$ cat src/rtl/cla_rr_add_sched.sv
// Round-robin scheduler in front of one shared, registered carry-lookahead adder.
// Requesters present operand beats on valid/ready streams; the winner's beat is
// captured into an OP register, summed by a 4-bit-group CLA and registered into
// RES together with the requester ID. A locked burst keeps the grant so that
// multi-word adds can chain the carry of the previous beat.
module cla_rr_add_sched #(
  parameter int NREQ  = 4,
  parameter int WIDTH = 64,
  parameter int IDW   = 2
) (
  input  logic                  clk,
  input  logic                  rst,
  input  logic [NREQ-1:0]       req_valid,
  output logic [NREQ-1:0]       req_ready,
  input  logic [NREQ*WIDTH-1:0] req_a,
  input  logic [NREQ*WIDTH-1:0] req_b,
  input  logic [NREQ-1:0]       req_cin,
  input  logic [NREQ-1:0]       req_lock,
  input  logic [NREQ-1:0]       req_chain,
  output logic                  res_valid,
  input  logic                  res_ready,
  output logic [WIDTH-1:0]      res_sum,
  output logic                  res_cout,
  output logic [IDW-1:0]        res_id
);

  localparam int NGRP = WIDTH / 4;

  typedef enum logic {ST_IDLE, ST_LOCKED} state_t;

  state_t           state_reg, state_next;
  logic [IDW-1:0]   ptr_reg, ptr_next;
  logic [IDW-1:0]   owner_reg, owner_next;

  // OP stage
  logic             op_valid_reg;
  logic [WIDTH-1:0] op_a_reg, op_b_reg;
  logic             op_cin_reg, op_chain_reg;
  logic [IDW-1:0]   op_id_reg;

  // RES stage
  logic             res_valid_reg;
  logic [WIDTH-1:0] res_sum_reg;
  logic             res_cout_reg;
  logic [IDW-1:0]   res_id_reg;

  // Handshake / arbitration
  logic             res_load, op_open, accept;
  logic             grant_found;
  logic [IDW-1:0]   grant_id;
  logic [WIDTH-1:0] sel_a, sel_b;
  logic             sel_cin, sel_lock, sel_chain;

  // Adder
  logic             op_cin_eff;
  logic [WIDTH-1:0] bit_g, bit_p, bit_c, cla_sum;
  logic [NGRP:0]    grp_c;
  logic             cla_cout;

  // RES refills when empty or drained; OP can take a beat when empty or moving on.
  assign res_load = !res_valid_reg || res_ready;
  assign op_open  = !op_valid_reg || res_load;
  assign accept   = grant_found && op_open;

  // Pick the winner: the locked owner, or the first valid requester at/after ptr.
  always_comb begin
    grant_found = 1'b0;
    grant_id    = '0;
    if (state_reg == ST_LOCKED) begin
      grant_found = req_valid[owner_reg];
      grant_id    = owner_reg;
    end else begin
      // Lower-priority half (below ptr) first, so the upper half overrides it.
      for (int j = NREQ - 1; j >= 0; j--) begin
        if (req_valid[j] && (j < int'(ptr_reg))) begin
          grant_found = 1'b1;
          grant_id    = IDW'(j);
        end
      end
      for (int j = NREQ - 1; j >= 0; j--) begin
        if (req_valid[j] && (j >= int'(ptr_reg))) begin
          grant_found = 1'b1;
          grant_id    = IDW'(j);
        end
      end
    end
  end

  // Route the winner's operands and control bits.
  always_comb begin
    sel_a     = '0;
    sel_b     = '0;
    sel_cin   = 1'b0;
    sel_lock  = 1'b0;
    sel_chain = 1'b0;
    for (int k = 0; k < NREQ; k++) begin
      if (int'(grant_id) == k) begin
        sel_a     = req_a[k*WIDTH +: WIDTH];
        sel_b     = req_b[k*WIDTH +: WIDTH];
        sel_cin   = req_cin[k];
        sel_lock  = req_lock[k];
        // A chain request only means something inside an open burst.
        sel_chain = req_chain[k] && (state_reg == ST_LOCKED);
      end
    end
  end

  generate
    for (genvar gi = 0; gi < NREQ; gi++) begin : g_ready
      assign req_ready[gi] = accept && (int'(grant_id) == gi);
    end
  endgenerate

  // Burst lock and round-robin pointer update on each accepted beat.
  always_comb begin
    state_next = state_reg;
    ptr_next   = ptr_reg;
    owner_next = owner_reg;
    if (accept) begin
      if (sel_lock) begin
        state_next = ST_LOCKED;
        owner_next = grant_id;
      end else begin
        state_next = ST_IDLE;
        ptr_next   = (int'(grant_id) == NREQ - 1) ? '0 : grant_id + 1'b1;
      end
    end
  end

  // Arbiter state registers.
  always_ff @(posedge clk or negedge rst) begin
    if (!rst) begin
      state_reg <= ST_IDLE;
      ptr_reg   <= '0;
      owner_reg <= '0;
    end else begin
      state_reg <= state_next;
      ptr_reg   <= ptr_next;
      owner_reg <= owner_next;
    end
  end

  // OP register: capture the accepted beat, or empty out when it advances.
  always_ff @(posedge clk or negedge rst) begin
    if (!rst) begin
      op_valid_reg <= 1'b0;
      op_a_reg     <= '0;
      op_b_reg     <= '0;
      op_cin_reg   <= 1'b0;
      op_chain_reg <= 1'b0;
      op_id_reg    <= '0;
    end else if (op_open) begin
      op_valid_reg <= accept;
      if (accept) begin
        op_a_reg     <= sel_a;
        op_b_reg     <= sel_b;
        op_cin_reg   <= sel_cin;
        op_chain_reg <= sel_chain;
        op_id_reg    <= grant_id;
      end
    end
  end

  // Chained beats take the carry of the last beat loaded into RES; res_cout is
  // kept across bubbles so it still holds that carry.
  assign op_cin_eff = op_chain_reg ? res_cout_reg : op_cin_reg;

  assign bit_g    = op_a_reg & op_b_reg;
  assign bit_p    = op_a_reg ^ op_b_reg;
  assign grp_c[0] = op_cin_eff;

  generate
    for (genvar gi = 0; gi < NGRP; gi++) begin : g_cla
      localparam int B = gi * 4;
      logic grp_g, grp_p;
      assign bit_c[B]   = grp_c[gi];
      assign bit_c[B+1] = bit_g[B] | (bit_p[B] & grp_c[gi]);
      assign bit_c[B+2] = bit_g[B+1] | (bit_p[B+1] & bit_g[B])
                        | (bit_p[B+1] & bit_p[B] & grp_c[gi]);
      assign bit_c[B+3] = bit_g[B+2] | (bit_p[B+2] & bit_g[B+1])
                        | (bit_p[B+2] & bit_p[B+1] & bit_g[B])
                        | (bit_p[B+2] & bit_p[B+1] & bit_p[B] & grp_c[gi]);
      assign grp_g = bit_g[B+3] | (bit_p[B+3] & bit_g[B+2])
                   | (bit_p[B+3] & bit_p[B+2] & bit_g[B+1])
                   | (bit_p[B+3] & bit_p[B+2] & bit_p[B+1] & bit_g[B]);
      assign grp_p = &bit_p[B +: 4];
      assign grp_c[gi+1] = grp_g | (grp_p & grp_c[gi]);
    end
  endgenerate

  assign cla_sum  = bit_p ^ bit_c;
  assign cla_cout = grp_c[NGRP];

  // RES register: take the OP beat's sum whenever RES is free to load.
  always_ff @(posedge clk or negedge rst) begin
    if (!rst) begin
      res_valid_reg <= 1'b0;
      res_sum_reg   <= '0;
      res_cout_reg  <= 1'b0;
      res_id_reg    <= '0;
    end else if (res_load) begin
      res_valid_reg <= op_valid_reg;
      if (op_valid_reg) begin
        res_sum_reg  <= cla_sum;
        res_cout_reg <= cla_cout;
        res_id_reg   <= op_id_reg;
      end
    end
  end

  assign res_valid = res_valid_reg;
  assign res_sum   = res_sum_reg;
  assign res_cout  = res_cout_reg;
  assign res_id    = res_id_reg;

endmodule

$ cat config.mk
export PLATFORM = sky130hd
export DESIGN_NAME = cla_rr_add_sched
export DESIGN_NICKNAME = d
export VERILOG_FILES = /design/src/rtl/cla_rr_add_sched.sv
export SDC_FILE = /design/constraint.sdc
export NUM_CORES = 1
export LEC_CHECK = 0
export ABC_AREA = 1
export BUFFER_PORTS_ARGS = -buffer_cell sky130_fd_sc_hd__buf_2
export CELL_PAD_IN_SITES_DETAIL_PLACEMENT = 1
export CELL_PAD_IN_SITES_GLOBAL_PLACEMENT = 2
export CORE_ASPECT_RATIO = 2
export CORE_MARGIN = 3
export CORE_UTILIZATION = 24
export DETAILED_ROUTE_END_ITERATION = 8
export PLACE_DENSITY_LB_ADDON = 0.12
export SLEW_MARGIN = 20
export SYNTH_ARGS = -nofsm -noshare
export SYNTH_HDL_FRONTEND = slang
export SYNTH_SLANG_ARGS = --single-unit
$ cat constraint.sdc
create_clock -name clk -period 3.5 [get_ports clk]
set_input_delay 0.7 -clock clk [delete_from_list [all_inputs] [get_ports clk]]
set_output_delay 0.7 -clock clk [all_outputs]
set_load 0.03 [all_outputs]
==> results.toml, run 1 <==
[run_status]
status = "finished, final reports clean"

[floorplan]
floorplan.die.height_um = 344
die-width_um = 175
fp.coreArea_um2 = 56500
start_util_pct = 24.3
dieArea_um2 = 60300
ios = 603
rows = 123

[detailed_routing]
drc = 0
first_pass_iters = 4
drt_first_iter_violations = 491
wirelength_mm = 65.0
drt-vias-per-instance = 4.83
route.vias.total = 14800
wl_per_cell_um = 21.2
ant_nets = 0

[setup_path]
crit_slowest_cell = "dfrtp_1"
max_stage_delay_ns = 0.42
cp.arrival_ns = 3.90
crit_fanout = 4
cp.required_ns = 3.92
worstSetupPathType = "reg -> reg"
critPathCaptureType = "register"
critPathMostFrequentCell = "nand2_4"
critPathLaunchType = "register"

[placed_design]
dpl.hpwl_mm = 53.0
dp_slack_ns = -0.139
port_buffers = 602
place_congestion = 0.879
dp_cells = 2999

[sta]
setup_slack_ns = 0.0255
tightest_slew_ns = 0.825
slew-limit-headroom_pct = 45.0
finalMaxSlewViolations = 0
setup_viol = 0
hold-worst-slack_ns = 0.137
fin_skew_ns = 0.0185
post-route-period-util_pct = 99.3
rsz0062_at_grt = "true"
setup_tns_ns = 0
fmax_ghz = 0.288
min_period_ns = 3.47
hold_viol_final = 0

[global_routing]
grtUsageTotal_pct = 20.6
grt_pass1_vias = 16100
use_met3_pct = 5.17
gr-max-usage-layer = "met2"
met1_usage_pct = 20.7
grt_pass1_wl_mm = 95.1
grt_max_degree = 159
overflow = 0
use_met2_pct = 40.7
antenna_found_initial = 15

[yosys]
ys_types = 39
synth_adder_area_share_pct = 8.52
syn_area_um2 = 13700
ys_ff_latch = 206
ys_seq_area_share_pct = 37.5
synth-simple-area-share_pct = 20.5
synth_top_family_by_area = "compound AO/OA/AOI/OAI gates"
avgSynthCellArea_um2 = 8.09
yosys_warnings = 0
synthMuxAreaShare_pct = 0
async_flop_share_pct = 100
synth_compound_area_share_pct = 25.9
syn_nets = 2313
ys.flop_type = "dfrtp_1"
synth_xor_area_share_pct = 2.61
synthesis.instances = 1698
synth-edff-count = 0

[clocking]
clockRootBuffer = "clkbuf_16"
clkSinkCount = 206
cts_tree = "yes"
worstSkewPairLatency_ns = 0.53
cts_max_level = 1
cts_buffers = 22
path_clk_slew_ns = 0.07
clockBufferDepth = 3

[layout]
layout_common_cells = "buf_2, nand2_1, nor2_1"
area_growth_pct = 39.4
final_common_cell = "buf_2"
fin_nets = 2902
final_cells = 3062
drive_gt1_share_pct = 34.6

[pwr]
peakVddDrop_v = 0.000740
pwr_density_cell_nw_per_um2 = 1160
leakagePower_nw = 9.57

[min_path]
hold_path.class = "in -> async"

[run]
drv_cap = 0
[layer usage]
| layer | routed length [µm] | part of all wire, % | up-vias |
|---|---|---|---|
| met4 | 1790 | 2.7 | 12 |
| met5 | 78 | 0.12 | - |
| met2 | 35400 | 54 | 531 |
| met3 | 4850 | 7.5 | 73 |
| met1 | 22900 | 35 | 6986 |
| li1 | - | - | 7193 |
[final cells by class]
cell class	instances	area, µm²
diodes	9	22.5
clock buffers	28	624
clock inverters	12	210
fillers	6965	37300
inverters	46	178
multi-input cells	1316	8120
flip-flops and latches	206	5150
well taps	750	938
repair buffers	695	3910
[power by group]
group,internal (mW),switching (mW)
Sequential,3.65,0.939
Combinational,5.63,9.31
Clock,1.70,1.07
Total,11.0,11.3
[critical path: cells and delay by family (launching register included)]
kind / cells / cell delay (ns)
AND/OR/NAND/NOR: 32 / 2.11
flip-flops: 1 / 0.42
adder cells (fa/ha/maj): 2 / 0.72
buffers and inverters: 1 / 0.10
[cell families (layout without fill, tap and decap cells)]
family,Yosys count,count (layout)
AOI/OAI and AO/OA,505,505
xor gates and xnor gates,41,41
adders and majority gates,84,84
buffers and inverters,176,781
DFF,206,206
other,0,9
and+or+nand+nor,686,686
[cell usage after synthesis (all sizes together) (2+ instances only)]
cell type | count | area, µm²
a211oi | 131 | 988
a21oi | 45 | 229
a22oi | 129 | 968
buf | 9 | 52.6
clkbuf | 121 | 454
clkinv | 2 | 7.51
dfrtp | 206 | 5150
fa | 16 | 320
ha | 68 | 851
inv | 44 | 165
nand2 | 354 | 1520
nand3 | 34 | 175
nand4 | 2 | 12.5
nor2 | 294 | 1110
o21ai | 53 | 265
o21bai | 8 | 60.1
o31ai | 130 | 976
xnor2 | 19 | 166
xor2 | 22 | 193
[final timing paths]
check                             startpoint      endpoint  slack (ns)  cells after the start
max in group asynchronous                rst  op_b_reg[26]        2.47                      2
worst min register to register  op_id_reg[0]     res_id[0]        0.46                      2
worst min-delay path                     rst  op_b_reg[42]        0.14                      1
worst max-delay path             op_b_reg[7]   res_sum[60]        0.03                     35
worst max register to register   op_b_reg[7]   res_sum[60]        0.03                     35
min in group clk                op_id_reg[0]     res_id[0]        0.46                      2
[per-stage QoR]
step | util (%) | total power, mW | cell area (µm²)
2_1_floorplan | - | 13.9 | 13700
6_report | 33.9 | 22.3 | 19200
3_5_place_dp | 31.9 | 19.6 | 18000
5_1_grt | 33.9 | 24.4 | 19100
4_1_cts | 33.6 | 22.6 | 19000
3_3_place_gp | 31.9 | 19.3 | 18000
[repair_timing]
action	in CTS	in global routing
buffers inserted	6	8
resized for setup	10	24
setup endpoints to repair	7	16
hold buffers	0	0
pin swaps	9	14
Power figures use the tool's default switching activity.
==> run 2: changes to the inputs <==
--- a/config.mk
+++ b/config.mk
@@ -5,13 +5,12 @@
 export SDC_FILE = /design/constraint.sdc
 export NUM_CORES = 1
 export LEC_CHECK = 0
-export ABC_AREA = 1
 export BUFFER_PORTS_ARGS = -buffer_cell sky130_fd_sc_hd__buf_2
 export CELL_PAD_IN_SITES_DETAIL_PLACEMENT = 1
 export CELL_PAD_IN_SITES_GLOBAL_PLACEMENT = 2
 export CORE_ASPECT_RATIO = 2
 export CORE_MARGIN = 3
-export CORE_UTILIZATION = 24
+export CORE_UTILIZATION = 23
 export DETAILED_ROUTE_END_ITERATION = 8
 export PLACE_DENSITY_LB_ADDON = 0.12
 export SLEW_MARGIN = 20
==> results.toml, run 2 <==
[setup_path]
critPathCaptureType = "register"
worstSetupPathType = "reg -> reg"
reg2reg_slack_ns = 0.17
timing.rr.start = "op_a_reg[6]"
path_cells = "ha_1 -> nand2_1 -> o21ai_1 -> a221oi_4 -> buf_4 -> a2111oi_2 -> buf_4 -> nor3_4 -> buf_4 -> o21ai_4 -> a21oi_2 -> o21bai_1 -> fa_2 -> nand2_1 -> nand2_1"
crit_slowest_cell = "fa_2"
rr_endpoint = "res_sum[56]"
cp-startpoint = "op_a_reg[6]"
crit_fanout = 4
max_stage_delay_ns = 0.47
cp.arrival_ns = 3.76
worstRegToRegCells = 15
cp.required_ns = 3.93
critPathLaunchType = "register"

[detailed_routing]
ant_nets = 0
drc = 0
wirelength_mm = 63.5
wl_per_cell_um = 20.0
drt-vias-per-instance = 4.82
route.vias.total = 15300
first_pass_iters = 6
drt_first_iter_violations = 506

[clocking]
clkSinkCount = 206
path_clk_slew_ns = 0.06
cts_max_level = 1
clockBufferDepth = 3
clockRootBuffer = "clkbuf_16"
cts_tree = "yes"
hold_buffers = 0
worstSkewPairLatency_ns = 0.54
cts_buffers = 23

[yosys]
avgSynthCellArea_um2 = 7.68
ys.flop_type = "dfrtp_1"
synthTopCellsByCount = "a21oi_1, nor2_1, dfrtp_1, nand2_1, a22oi_1"
ys_seq_area_share_pct = 37.0
synth-edff-count = 0
synth_top_cell_area_share_pct = 37.0
synth_most_common_cell = "a21oi_1"
syn_nets = 2430
yosys_warnings = 0
async_flop_share_pct = 100
ys_ff_latch = 206
syn_area_um2 = 13900
synthesis.instances = 1815
synth.area.top_cells = "dfrtp_1, a21oi_1, nor2_1"
ys_types = 62
synth.largest_area_cell = "dfrtp_1"

[placed_design]
port_buffers = 602
place_congestion = 0.836
dp_slack_ns = -0.129
dp_cells = 3129
dpl.hpwl_mm = 51.8

[floorplan]
ios = 603
dieArea_um2 = 63800
floorplan.die.height_um = 354
fp.coreArea_um2 = 60100
rows = 127
start_util_pct = 23.2
die-width_um = 180

[sta]
post-route-period-util_pct = 95.1
setup_slack_ns = 0.171
finalMaxSlewViolations = 0
setup_viol = 0
hold_viol_final = 0
slew-limit-headroom_pct = 48.2
min_period_ns = 3.33
fin_skew_ns = 0.0115
rsz0062_at_grt = "true"
fmax_ghz = 0.300
tightest_slew_ns = 0.776
hold-worst-slack_ns = 0.146

[global_routing]
antenna_found_initial = 12
overflow = 0
grtUsageTotal_pct = 19.1
grt_max_degree = 121
grt_pass1_wl_mm = 96.3
grt_pass1_vias = 16600

[run]
drv_cap = 0

[pwr]
pwr_density_cell_nw_per_um2 = 1310
peakVddDrop_v = 0.000627
leakagePower_nw = 9.17

[layout]
final_cells = 3178
final_common_cell = "buf_2"
area_growth_pct = 37.8
layout_common_cells = "buf_2, a21oi_1, nor2_1"
fin_util_pct = 32.0
fin_nets = 3000
drive_gt1_share_pct = 31.1

[run_status]
status = "finished, final reports clean"

[min_path]
hold_path.class = "in -> async"
==> run 2: worst max path at each step <==
stage	endpoint	slack, ns	cells past startpoint
detailed placement	res_sum[56]	-0.13	13
global route	res_sum[57]	-0.07	14
CTS	res_sum[56]	0.02	13
finish	res_sum[56]	0.17	15
floorplan	req_ready[3]	0.10	7
global placement	res_sum[56]	-0.03	13
==> run 2: logic make-up (layout without fill, tap and decap cells) <==
family,after synthesis,in the layout,share of synthesized area [%]
adders and majority gates,84,84,8.40
DFF,206,206,37.0
AOI/OAI and AO/OA,707,707,29.6
buffers and inverters,152,736,4.09
other,0,5,0
xor gates and xnor gates,41,41,2.58
muxes,5,5,0.404
and+or+nand+nor,620,620,17.9
==> run 2: repair_timing <==
item | CTS | global route
pin swaps | 1 | 8
buffers inserted | 1 | 4
gates resized for setup | 2 | 17
setup endpoints to repair | 6 | 12
==> run 2: cell type report <==
cell class | count | area, µm²
Clock buffer | 30 | 642
Clock inverter | 9 | 164
Timing Repair Buffer | 678 | 3840
Sequential cell | 206 | 5150
Fill cell | 7444 | 40800
Multi-Input combinational cell | 1457 | 8370
Antenna cell | 5 | 12.5
Tap cell | 774 | 968
Inverter | 19 | 71.3
==> run 2: critical path: cells and delay by family (launching register included) <==
| family | cells | cell delay [ns] |
|---|---|---|
| flops | 1 | 0.38 |
| simple gates | 4 | 0.29 |
| compound gates | 6 | 1.19 |
| buf+inv | 3 | 0.52 |
| fa+ha+maj | 2 | 0.84 |
==> run 2: stage by stage <==
step	cell area (µm²)	total power, mW	setup TNS, ns
4_1_cts	19100	25.7	0
6_report	19200	25.2	0
5_1_grt	19200	28.0	-0.154
3_5_place_dp	18300	22.8	-0.278
2_1_floorplan	14000	16.3	0
3_3_place_gp	18300	22.4	-0.0531
==> run 2: routing by layer <==
layer | vias up | track usage (%) | part of all wire (%)
met5 | - | 0 | 0.11
met4 | 10 | 5.41 | 2.6
li1 | 7537 | - | -
met2 | 473 | 37.2 | 54
met1 | 7231 | 20.5 | 37
met3 | 77 | 4.07 | 6.2
==> run 2: power breakdown <==
part           internal (mW)  switching (mW)
logic                   6.88            11.0
clock network           1.59            1.07
registers               3.74           0.969
total                   12.2            13.0
==> run 3: changes to the inputs <==
==> constraint.sdc (replaced) <==
create_clock -name clk -period 3.5 [get_ports clk]
set_input_delay 0.35 -clock clk [delete_from_list [all_inputs] [get_ports clk]]
set_output_delay 0.35 -clock clk [all_outputs]
set_load 0.03 [all_outputs]
==> results.toml, run 3 (synthesized netlist as in run 2, its figures left out) <==
[layout]
final_area_um2 = 19200
ff_latch_area_um2 = 5150
layout_common_cells = "buf_2, a21oi_1, nor2_1"
fillCellCount = 7484
multiInputGateArea_um2 = 8380
fin_util_pct = 31.9
final_common_cell = "buf_2"
drive_gt1_share_pct = 31.2
area_growth_pct = 37.6
fin_nets = 3009

[floorplan]
ios = 603
dieArea_um2 = 63800
fp.coreArea_um2 = 60100
die-width_um = 180
floorplan.die.height_um = 354
rows = 127
start_util_pct = 23.2

[detailed_routing]
wl_per_cell_um = 20.2
route.vias.total = 15300
drt_first_iter_violations = 484
wirelength_mm = 64.4
first_pass_iters = 5
drc = 0
drt-vias-per-instance = 4.80
ant_nets = 0

[sta]
hold_viol_final = 0
post-route-period-util_pct = 95.5
setup_viol = 0
fmax_ghz = 0.299
setup_slack_ns = 0.158
finalMaxSlewViolations = 0
tightest_slew_ns = 0.845
min_period_ns = 3.34
fin_skew_ns = 0.0366
hold-worst-slack_ns = 0.102
slew-limit-headroom_pct = 43.7
rsz0062_at_grt = "false"

[setup_path]
cp.required_ns = 3.90
crit_fanout = 5
critPathCaptureType = "register"
cp.arrival_ns = 3.74
worstSetupPathType = "reg -> reg"
critPathLaunchType = "register"

[global_routing]
met1_usage_pct = 20.6
use_met2_pct = 37.5
use_met3_pct = 3.88
overflow = 0
grt_pass1_vias = 16400
grt_pass1_wl_mm = 96.0
grt_max_degree = 116
gr-max-usage-layer = "met2"
grtUsageTotal_pct = 19.3
antenna_found_initial = 12

[run]
drv_cap = 0

[clocking]
path_clk_slew_ns = 0.07
cts_tree = "yes"
worstSkewPairLatency_ns = 0.55
clockBufferDepth = 3
cts_max_level = 1
clkSinkCount = 206
clockRootBuffer = "clkbuf_16"
cts_buffers = 22

[placed_design]
dpl.hpwl_mm = 52.2
dp_slack_ns = -0.309
place_congestion = 0.811
port_buffers = 602
dpl-instance-area_um2 = 18300

[pwr]
finalPower_mw = 25.2
pwr_density_cell_nw_per_um2 = 1310
peakVddDrop_v = 0.000472
leakagePower_nw = 9.15

[min_path]
hold_path.class = "in -> reg"

[run_status]
status = "finished, final reports clean"
==> run 3: cell types whose count changed in the layout (fill, tap and decap cells not counted), sizes merged <==
cell         previous run  this run
buf                   678       687
bufinv                  4         1
clkbuf                 30        33
clkinvlp                0         1
diode                   5         6
dlygate4sd3             0         1
inv                    20        19
==> run 3: layout make-up <==
| cell class | instances | share of cell area [%] |
|---|---|---|
| Inverter | 19 | 0.372 |
| Antenna cell | 6 | 0.0783 |
| Clock buffer | 33 | 3.29 |
| Clock inverter | 6 | 0.359 |
| Tap cell | 774 | 5.05 |
| Multi-Input combinational cell | 1457 | 43.7 |
| Timing Repair Buffer | 688 | 20.3 |
| Sequential cell | 206 | 26.9 |
==> run 3: what timing repair did <==
item | 4_1_cts | 5_1_grt
gates resized for setup | 2 | 16
pin swaps | 2 | 5
setup endpoints to repair | 14 | 22
hold buffers | 1 | 0
buffers inserted | 2 | 5
hold endpoints to repair | 61 | 0
==> run 3: final timing paths <==
path	start	endpoint	slack, ns	cells after the start
max in group asynchronous	rst	op_a_reg[25]	2.14	3
min	req_b[254]	op_b_reg[62]	0.10	3
max	op_a_reg[1]	res_sum[61]	0.16	12
min in group asynchronous	rst	res_sum[59]	0.36	2
max reg2reg	op_a_reg[1]	res_sum[61]	0.16	12
min reg2reg	res_sum[44]	res_sum[44]	0.47	2
==> run 3: power by group <==
| part | switching, mW | leakage (nW) | internal, mW | total [mW] |
|---|---|---|---|---|
| clock | 1.05 | 0.341 | 1.32 | 2.37 |
| sequential | 0.921 | 2.44 | 3.74 | 4.66 |
| combinational | 11.2 | 6.37 | 6.99 | 18.2 |
| total | 13.1 | 9.15 | 12.1 | 25.2 |
==> run 3: per-stage QoR <==
| stage | setup TNS (ns) | cells |
|---|---|---|
| after floorplan | 0 | 1815 |
| after global placement | -0.610 | 3136 |
| after detailed placement | -0.892 | 3136 |
| after CTS | 0 | 3178 |
| after global routing | 0 | 3187 |
| final | 0 | 3189 |
==> run 3: per-layer routing <==
layer  up-vias  share of wire [%]  routed length (µm)
li1       7551                  -                   -
met1      7187                 37               23800
met2       483                 54               34600
met3        69                6.4                4100
met4         6                3.0                1950
met5         -              0.076                  49
==> run 3: critical path, cell delays in order, from the launching register on <==
cell       delay (ns)
dfrtp_1          0.39
ha_1             0.32
a2111o_1         0.38
a31o_4           0.23
a31oi_4          0.28
a2111oi_4        0.17
nor3_4           0.29
buf_6            0.17
o211ai_1         0.13
a21o_1           0.23
fa_1             0.37
xnor2_1          0.14
o21ai_0          0.09
